===== config.mk =====
export PLATFORM = sky130hd
export DESIGN_NAME = spsram_arbiter_flat
export DESIGN_NICKNAME = d
export VERILOG_FILES = /design/src/rtl/spsram_arbiter_if.sv /design/src/rtl/spsram_arbiter.sv /design/src/flat_wrapper.sv
export SDC_FILE = /design/constraint.sdc
export NUM_CORES = 1
export LEC_CHECK = 0
export CAP_MARGIN = 20
export CORE_AREA = 4 4 94 96
export DETAILED_ROUTE_END_ITERATION = 10
export DIE_AREA = 0 0 98 100
export GPL_TIMING_DRIVEN = 0
export PLACE_DENSITY = 0.76
export SLEW_MARGIN = 20
export SYNTH_ARGS = -nofsm -noshare
export SYNTH_HDL_FRONTEND = slang
export SYNTH_SLANG_ARGS = --single-unit

===== constraint.sdc =====
create_clock -name clock -period 2.2 [get_ports clock]
set_clock_uncertainty 0.15 [all_clocks]
set_input_delay 0.22 -clock clock [delete_from_list [all_inputs] [get_ports clock]]
set_output_delay 0.22 -clock clock [all_outputs]
set_load 0.01 [all_outputs]

===== src/rtl/spsram_arbiter_if.sv =====
// spsram_arbiter_if: one requester port (request + response) of the SRAM arbiter
// master: requester side (drives req_*, receives req_ready and rsp_*)
// slave:  arbiter side (receives req_*, drives req_ready and rsp_*)
interface spsram_arbiter_if #(parameter int AW = 11, parameter int NBITS = 32);
  logic req_valid, req_ready, req_lock, rsp_valid;
  logic [AW-1:0] req_addr;
  logic [NBITS-1:0] req_wdata, rsp_rdata;
  logic [3:0] req_we;
  modport master(output req_valid, req_addr, req_wdata, req_we, req_lock, input req_ready, rsp_valid, rsp_rdata);
  modport slave(input req_valid, req_addr, req_wdata, req_we, req_lock, output req_ready, rsp_valid, rsp_rdata);
endinterface


===== src/rtl/spsram_arbiter.sv =====
// spsram_arbiter: round-robin two-port arbiter with lock in front of a single-port SRAM
// clock/resetn: rising-edge clock, async active-low reset
// p0/p1: requester ports (fetch, load/store); combinational ready, response one cycle after accept
// sram_addr/sram_data/sram_we: SRAM request, driven from the granted port; sram_out_data: registered read data
module spsram_arbiter #(
  parameter int NBITS = 32,
  parameter int LENGTH = 8192,
  localparam int AW = $clog2(LENGTH / 4)
) (
  input  logic             clock,
  input  logic             resetn,
  spsram_arbiter_if.slave  p0,
  spsram_arbiter_if.slave  p1,
  output logic [AW-1:0]    sram_addr,
  output logic [NBITS-1:0] sram_data,
  output logic [3:0]       sram_we,
  input  logic [NBITS-1:0] sram_out_data
);
  typedef enum logic [1:0] {FREE, OWN0, OWN1} state_t;
  state_t state;
  logic last_grant, rsp_pending, rsp_tag, g0, g1;
  logic [AW-1:0] addr_q;
  // A tie in FREE goes to the port that was not granted last; grants are held off while in reset.
  always_comb begin
    g0 = resetn & p0.req_valid & (state == OWN0 | state == FREE & (!p1.req_valid | last_grant));
    g1 = resetn & p1.req_valid & (state == OWN1 | state == FREE & (!p0.req_valid | !last_grant));
    sram_addr = g0 ? p0.req_addr : g1 ? p1.req_addr : addr_q;
    sram_data = g1 ? p1.req_wdata : p0.req_wdata;
    sram_we = g0 ? p0.req_we : g1 ? p1.req_we : 4'b0;
  end
  assign p0.req_ready = g0;
  assign p1.req_ready = g1;
  assign p0.rsp_valid = rsp_pending & !rsp_tag;
  assign p1.rsp_valid = rsp_pending & rsp_tag;
  assign p0.rsp_rdata = sram_out_data;
  assign p1.rsp_rdata = sram_out_data;
  // addr_q keeps the SRAM address steady on idle cycles so its registered output does not change.
  always_ff @(posedge clock or negedge resetn)
    if (!resetn) begin
      state <= FREE;
      last_grant <= 1'b1;
      rsp_pending <= 1'b0;
      rsp_tag <= 1'b0;
      addr_q <= '0;
    end else begin
      rsp_pending <= g0 | g1;
      if (g0 | g1) begin
        last_grant <= g1;
        rsp_tag <= g1;
        addr_q <= sram_addr;
        state <= g0 ? (p0.req_lock ? OWN0 : FREE) : (p1.req_lock ? OWN1 : FREE);
      end
    end
endmodule


===== src/flat_wrapper.sv =====
// flat-port wrapper written by rule: the top's interface ports become plain ports
module spsram_arbiter_flat 
#(
  parameter int NBITS = 32,
  parameter int LENGTH = 8192,
  localparam int AW = $clog2(LENGTH / 4)
)
  (clock, resetn, sram_addr, sram_data, sram_we, sram_out_data, p0_req_valid, p0_req_addr, p0_req_wdata, p0_req_we, p0_req_lock, p0_req_ready, p0_rsp_valid, p0_rsp_rdata, p1_req_valid, p1_req_addr, p1_req_wdata, p1_req_we, p1_req_lock, p1_req_ready, p1_rsp_valid, p1_rsp_rdata);
  spsram_arbiter_if #(.AW(11), .NBITS(NBITS)) p0_i ();
  spsram_arbiter_if #(.AW(11), .NBITS(NBITS)) p1_i ();
  input  logic clock;
  input  logic resetn;
  output logic [AW-1:0] sram_addr;
  output logic [NBITS-1:0] sram_data;
  output logic [3:0] sram_we;
  input  logic [NBITS-1:0] sram_out_data;
  input wire logic [$bits(p0_i.req_valid)-1:0] p0_req_valid;
  input wire logic [$bits(p0_i.req_addr)-1:0] p0_req_addr;
  input wire logic [$bits(p0_i.req_wdata)-1:0] p0_req_wdata;
  input wire logic [$bits(p0_i.req_we)-1:0] p0_req_we;
  input wire logic [$bits(p0_i.req_lock)-1:0] p0_req_lock;
  output wire logic [$bits(p0_i.req_ready)-1:0] p0_req_ready;
  output wire logic [$bits(p0_i.rsp_valid)-1:0] p0_rsp_valid;
  output wire logic [$bits(p0_i.rsp_rdata)-1:0] p0_rsp_rdata;
  input wire logic [$bits(p1_i.req_valid)-1:0] p1_req_valid;
  input wire logic [$bits(p1_i.req_addr)-1:0] p1_req_addr;
  input wire logic [$bits(p1_i.req_wdata)-1:0] p1_req_wdata;
  input wire logic [$bits(p1_i.req_we)-1:0] p1_req_we;
  input wire logic [$bits(p1_i.req_lock)-1:0] p1_req_lock;
  output wire logic [$bits(p1_i.req_ready)-1:0] p1_req_ready;
  output wire logic [$bits(p1_i.rsp_valid)-1:0] p1_rsp_valid;
  output wire logic [$bits(p1_i.rsp_rdata)-1:0] p1_rsp_rdata;
  assign p0_i.req_valid = p0_req_valid;
  assign p0_i.req_addr = p0_req_addr;
  assign p0_i.req_wdata = p0_req_wdata;
  assign p0_i.req_we = p0_req_we;
  assign p0_i.req_lock = p0_req_lock;
  assign p0_req_ready = p0_i.req_ready;
  assign p0_rsp_valid = p0_i.rsp_valid;
  assign p0_rsp_rdata = p0_i.rsp_rdata;
  assign p1_i.req_valid = p1_req_valid;
  assign p1_i.req_addr = p1_req_addr;
  assign p1_i.req_wdata = p1_req_wdata;
  assign p1_i.req_we = p1_req_we;
  assign p1_i.req_lock = p1_req_lock;
  assign p1_req_ready = p1_i.req_ready;
  assign p1_rsp_valid = p1_i.rsp_valid;
  assign p1_rsp_rdata = p1_i.rsp_rdata;
  spsram_arbiter #(.NBITS(NBITS), .LENGTH(LENGTH)) u_core (.clock(clock), .resetn(resetn), .p0(p0_i), .p1(p1_i), .sram_addr(sram_addr), .sram_data(sram_data), .sram_we(sram_we), .sram_out_data(sram_out_data));
endmodule

==> flow_summary.json <==
{
  "synthCells": 178,
  "seq_area_frac_synth_pct": 21.9,
  "area_growth_pct": 130,
  "place.gp.congestion": 0.822,
  "status": "finished, violations left",
  "violations": "setup timing",
  "start_util_pct": 22.8,
  "grt_busiest_layer": "met2",
  "grt_max_degree": 16,
  "die_x_um": 98,
  "drtPass1Iterations": 4,
  "syn_area_um2": 1830,
  "dieArea_um2": 9800,
  "comb_power_share_pct": 66.9,
  "crit_fanout": 5,
  "clkSinkCount": 16,
  "layout-drive-gt1-share_pct": 46.1,
  "final_cell_mix": "163 x clkdlybuf4s50_1, 78 x buf_4, 33 x buf_2, 27 x mux2_2, 22 x a221o_1",
  "p_leak_nw": 1.92,
  "final_area_um2": 4210,
  "detail_route.wl_per_cell_um": 16.4,
  "dp_slack_ns": -0.994,
  "p_clk_share_pct": 10.9,
  "hold_slack_ns": 0.187,
  "yosysTopAreaCell": "buf_4",
  "clock_latency_ns": 0.25,
  "endpoint_kind": "output pin",
  "slew_viol_final": 0,
  "syn_avg_cell_area_um2": 10.3,
  "grt_antenna_before_repair": 0,
  "track_usage_pct": 15.2,
  "multi_input_area_um2": 871,
  "core_um2": 8050,
  "power.switching_uw": 822,
  "dpl.hpwl_mm": 7.01,
  "layout.nets": 547,
  "fillers": 749,
  "fin_tns_setup_ns": -0.153,
  "vias_per_cell": 4.32,
  "max_freq_ghz": 0.446,
  "grt_pass1_wl_mm": 12.2,
  "worst_slew_pin_slew_ns": 0.697,
  "grt_util_met3_pct": 3.41,
  "wirelength_mm": 8.52,
  "worstPathRequired_ns": 1.83,
  "placed_cell_area_um2": 4110,
  "dieHeight_um": 100,
  "power_density_nw_per_um2": 580,
  "grtUsageMet2_pct": 28.1,
  "rows": 33,
  "p_seq_share_pct": 22.1,
  "drv_cap": 0,
  "arrival_ns": 1.87,
  "min_path_type": "in2reg",
  "post-route-drc-count": 0,
  "gr-usage-met1_pct": 17.9,
  "synthTopCellsByArea": "buf_4 26%, dfrtp_1 20%, mux2_2 20%",
  "critPathKind": "reg2out",
  "ctsRootBufferMaster": "clkbuf_8",
  "synth.distinct_cells": 20,
  "synth_top_area_share_pct": 26.2,
  "cts_tree": "yes",
  "clkTransAtPathRegs_ns": 0.07,
  "critPathLaunchType": "register",
  "seqCellArea_um2": 402,
  "p_int_mw": 1.62,
  "p_sw_share_pct": 33.6,
  "hold_violations": 0,
  "final-setup-viol-count": 8,
  "grt.overflow.total": 0,
  "slowest_stage": "or3b_4",
  "num_vias": 2241,
  "slowest_delay_ns": 0.46,
  "min_period_ns": 2.24,
  "syn-num-nets": 310,
  "portBuffers": 214,
  "numCtsBuffers": 3,
  "mostFrequentLayoutCell": "clkdlybuf4s50_1",
  "ir_drop_mv": 0.325,
  "diodes": 0,
  "first_global_vias": 2404,
  "relSlewSlack_pct": 53.4,
  "clockBufferDepth": 2,
  "drt_iter0_markers": 47,
  "htree_levels": 1,
  "ys_seq_elements": 16,
  "dp.cells": 497,
  "rsz0062_at_grt": "yes",
  "ys_warn_count": 0,
  "worst_slack_ns": -0.0446,
  "fin_cells": 519,
  "finalCritPeriodShare_pct": 102,
  "crit_chain": "or3b_4, clkbuf_16, and3_4, a221o_1, buf_2",
  "antenna_left": 0,
  "num_io_pins": 247
}
-- power groups by stage --
stage          logic (mW)  registers, mW  clock network, mW
3_3_place_gp         1.62          0.531                  0
5_1_grt              1.74          0.559              0.287
3_5_place_dp         1.64          0.533                  0
4_1_cts              1.57          0.539              0.271
2_1_floorplan       0.817          0.507                  0
6_report             1.63          0.541              0.267
-- cell families (layout without fill, tap and decap cells) --
logic type | Yosys count | count (layout) | synth area share [%]
buf+inv | 77 | 313 | 32.4
flops | 16 | 16 | 21.9
simple gates | 22 | 22 | 10.0
compound gates | 31 | 31 | 16.0
mux | 32 | 32 | 19.7
-- worst paths after layout --
| check | startpoint | endpoint | slack [ns] | cells past startpoint |
|---|---|---|---|---|
| worst min-delay path | resetn | u_core.state[1] | 0.19 | 3 |
| worst max-delay path | u_core.state[0] | sram_addr[4] | -0.04 | 5 |
| worst max register to register | u_core.state[0] | u_core.addr_q[4] | 0.35 | 5 |
| max in group asynchronous | resetn | u_core.addr_q[1] | 0.96 | 2 |
| min in group asynchronous | resetn | u_core.last_grant | 0.40 | 2 |
| worst min register to register | u_core.addr_q[8] | u_core.addr_q[8] | 0.37 | 1 |
-- area by class of cell --
type | instances | share of cell area, %
flip-flops and latches | 16 | 9.54
inverters | 2 | 0.178
well taps | 105 | 3.12
clock buffers | 4 | 1.31
multi-input cells | 85 | 20.7
repair buffers | 234 | 51.4
plain buffers | 73 | 13.8
-- routing by layer --
layer | share of wire [%] | vias up
li1 | - | 1062
met1 | 39 | 1032
met2 | 52 | 139
met3 | 7.4 | 8
met4 | 1.3 | 0
met5 | 0 | -
-- worst max-delay path: cells and delay by family, from the launching register on --
family | cells | cell delay [ns]
compound gates | 1 | 0.27
flops | 1 | 0.42
simple gates | 2 | 0.61
buf+inv | 2 | 0.33
-- through the flow --
step / power (mW) / util, %
after detailed placement: 2.18 / 51.0
after CTS: 2.38 / 51.3
after global routing: 2.59 / 52.3
after floorplan: 1.32 / -
after global placement: 2.15 / 51.0
final: 2.44 / 52.3
-- cell usage after synthesis (all sizes together) --
cell	instances
buf	75
mux2	32
a221o	22
dfrtp	15
and3	12
a22o	6
nand2	3
nor2b	3
a21o	2
inv	2
and2	1
and3b	1
dfstp	1
nand3b	1
o21ai	1
or3b	1
-- flip-flops by register name (all words and copies together) (netlist names) --
register and count:
u_core.last_grant 1, u_core.rsp_tag 1, u_core.addr_q 11, u_core.state 2, u_core.rsp_pending 1
-- what timing repair did --
action                     in CTS  in global routing
cloned                          1                  1
resized for setup             180                 38
hold endpoints to repair       15                  0
setup endpoints to repair      61                 37
pin swaps                       3                 11
hold buffers                    2                  0
buffers inserted                5                 11
(Power assumes the default switching activity.)
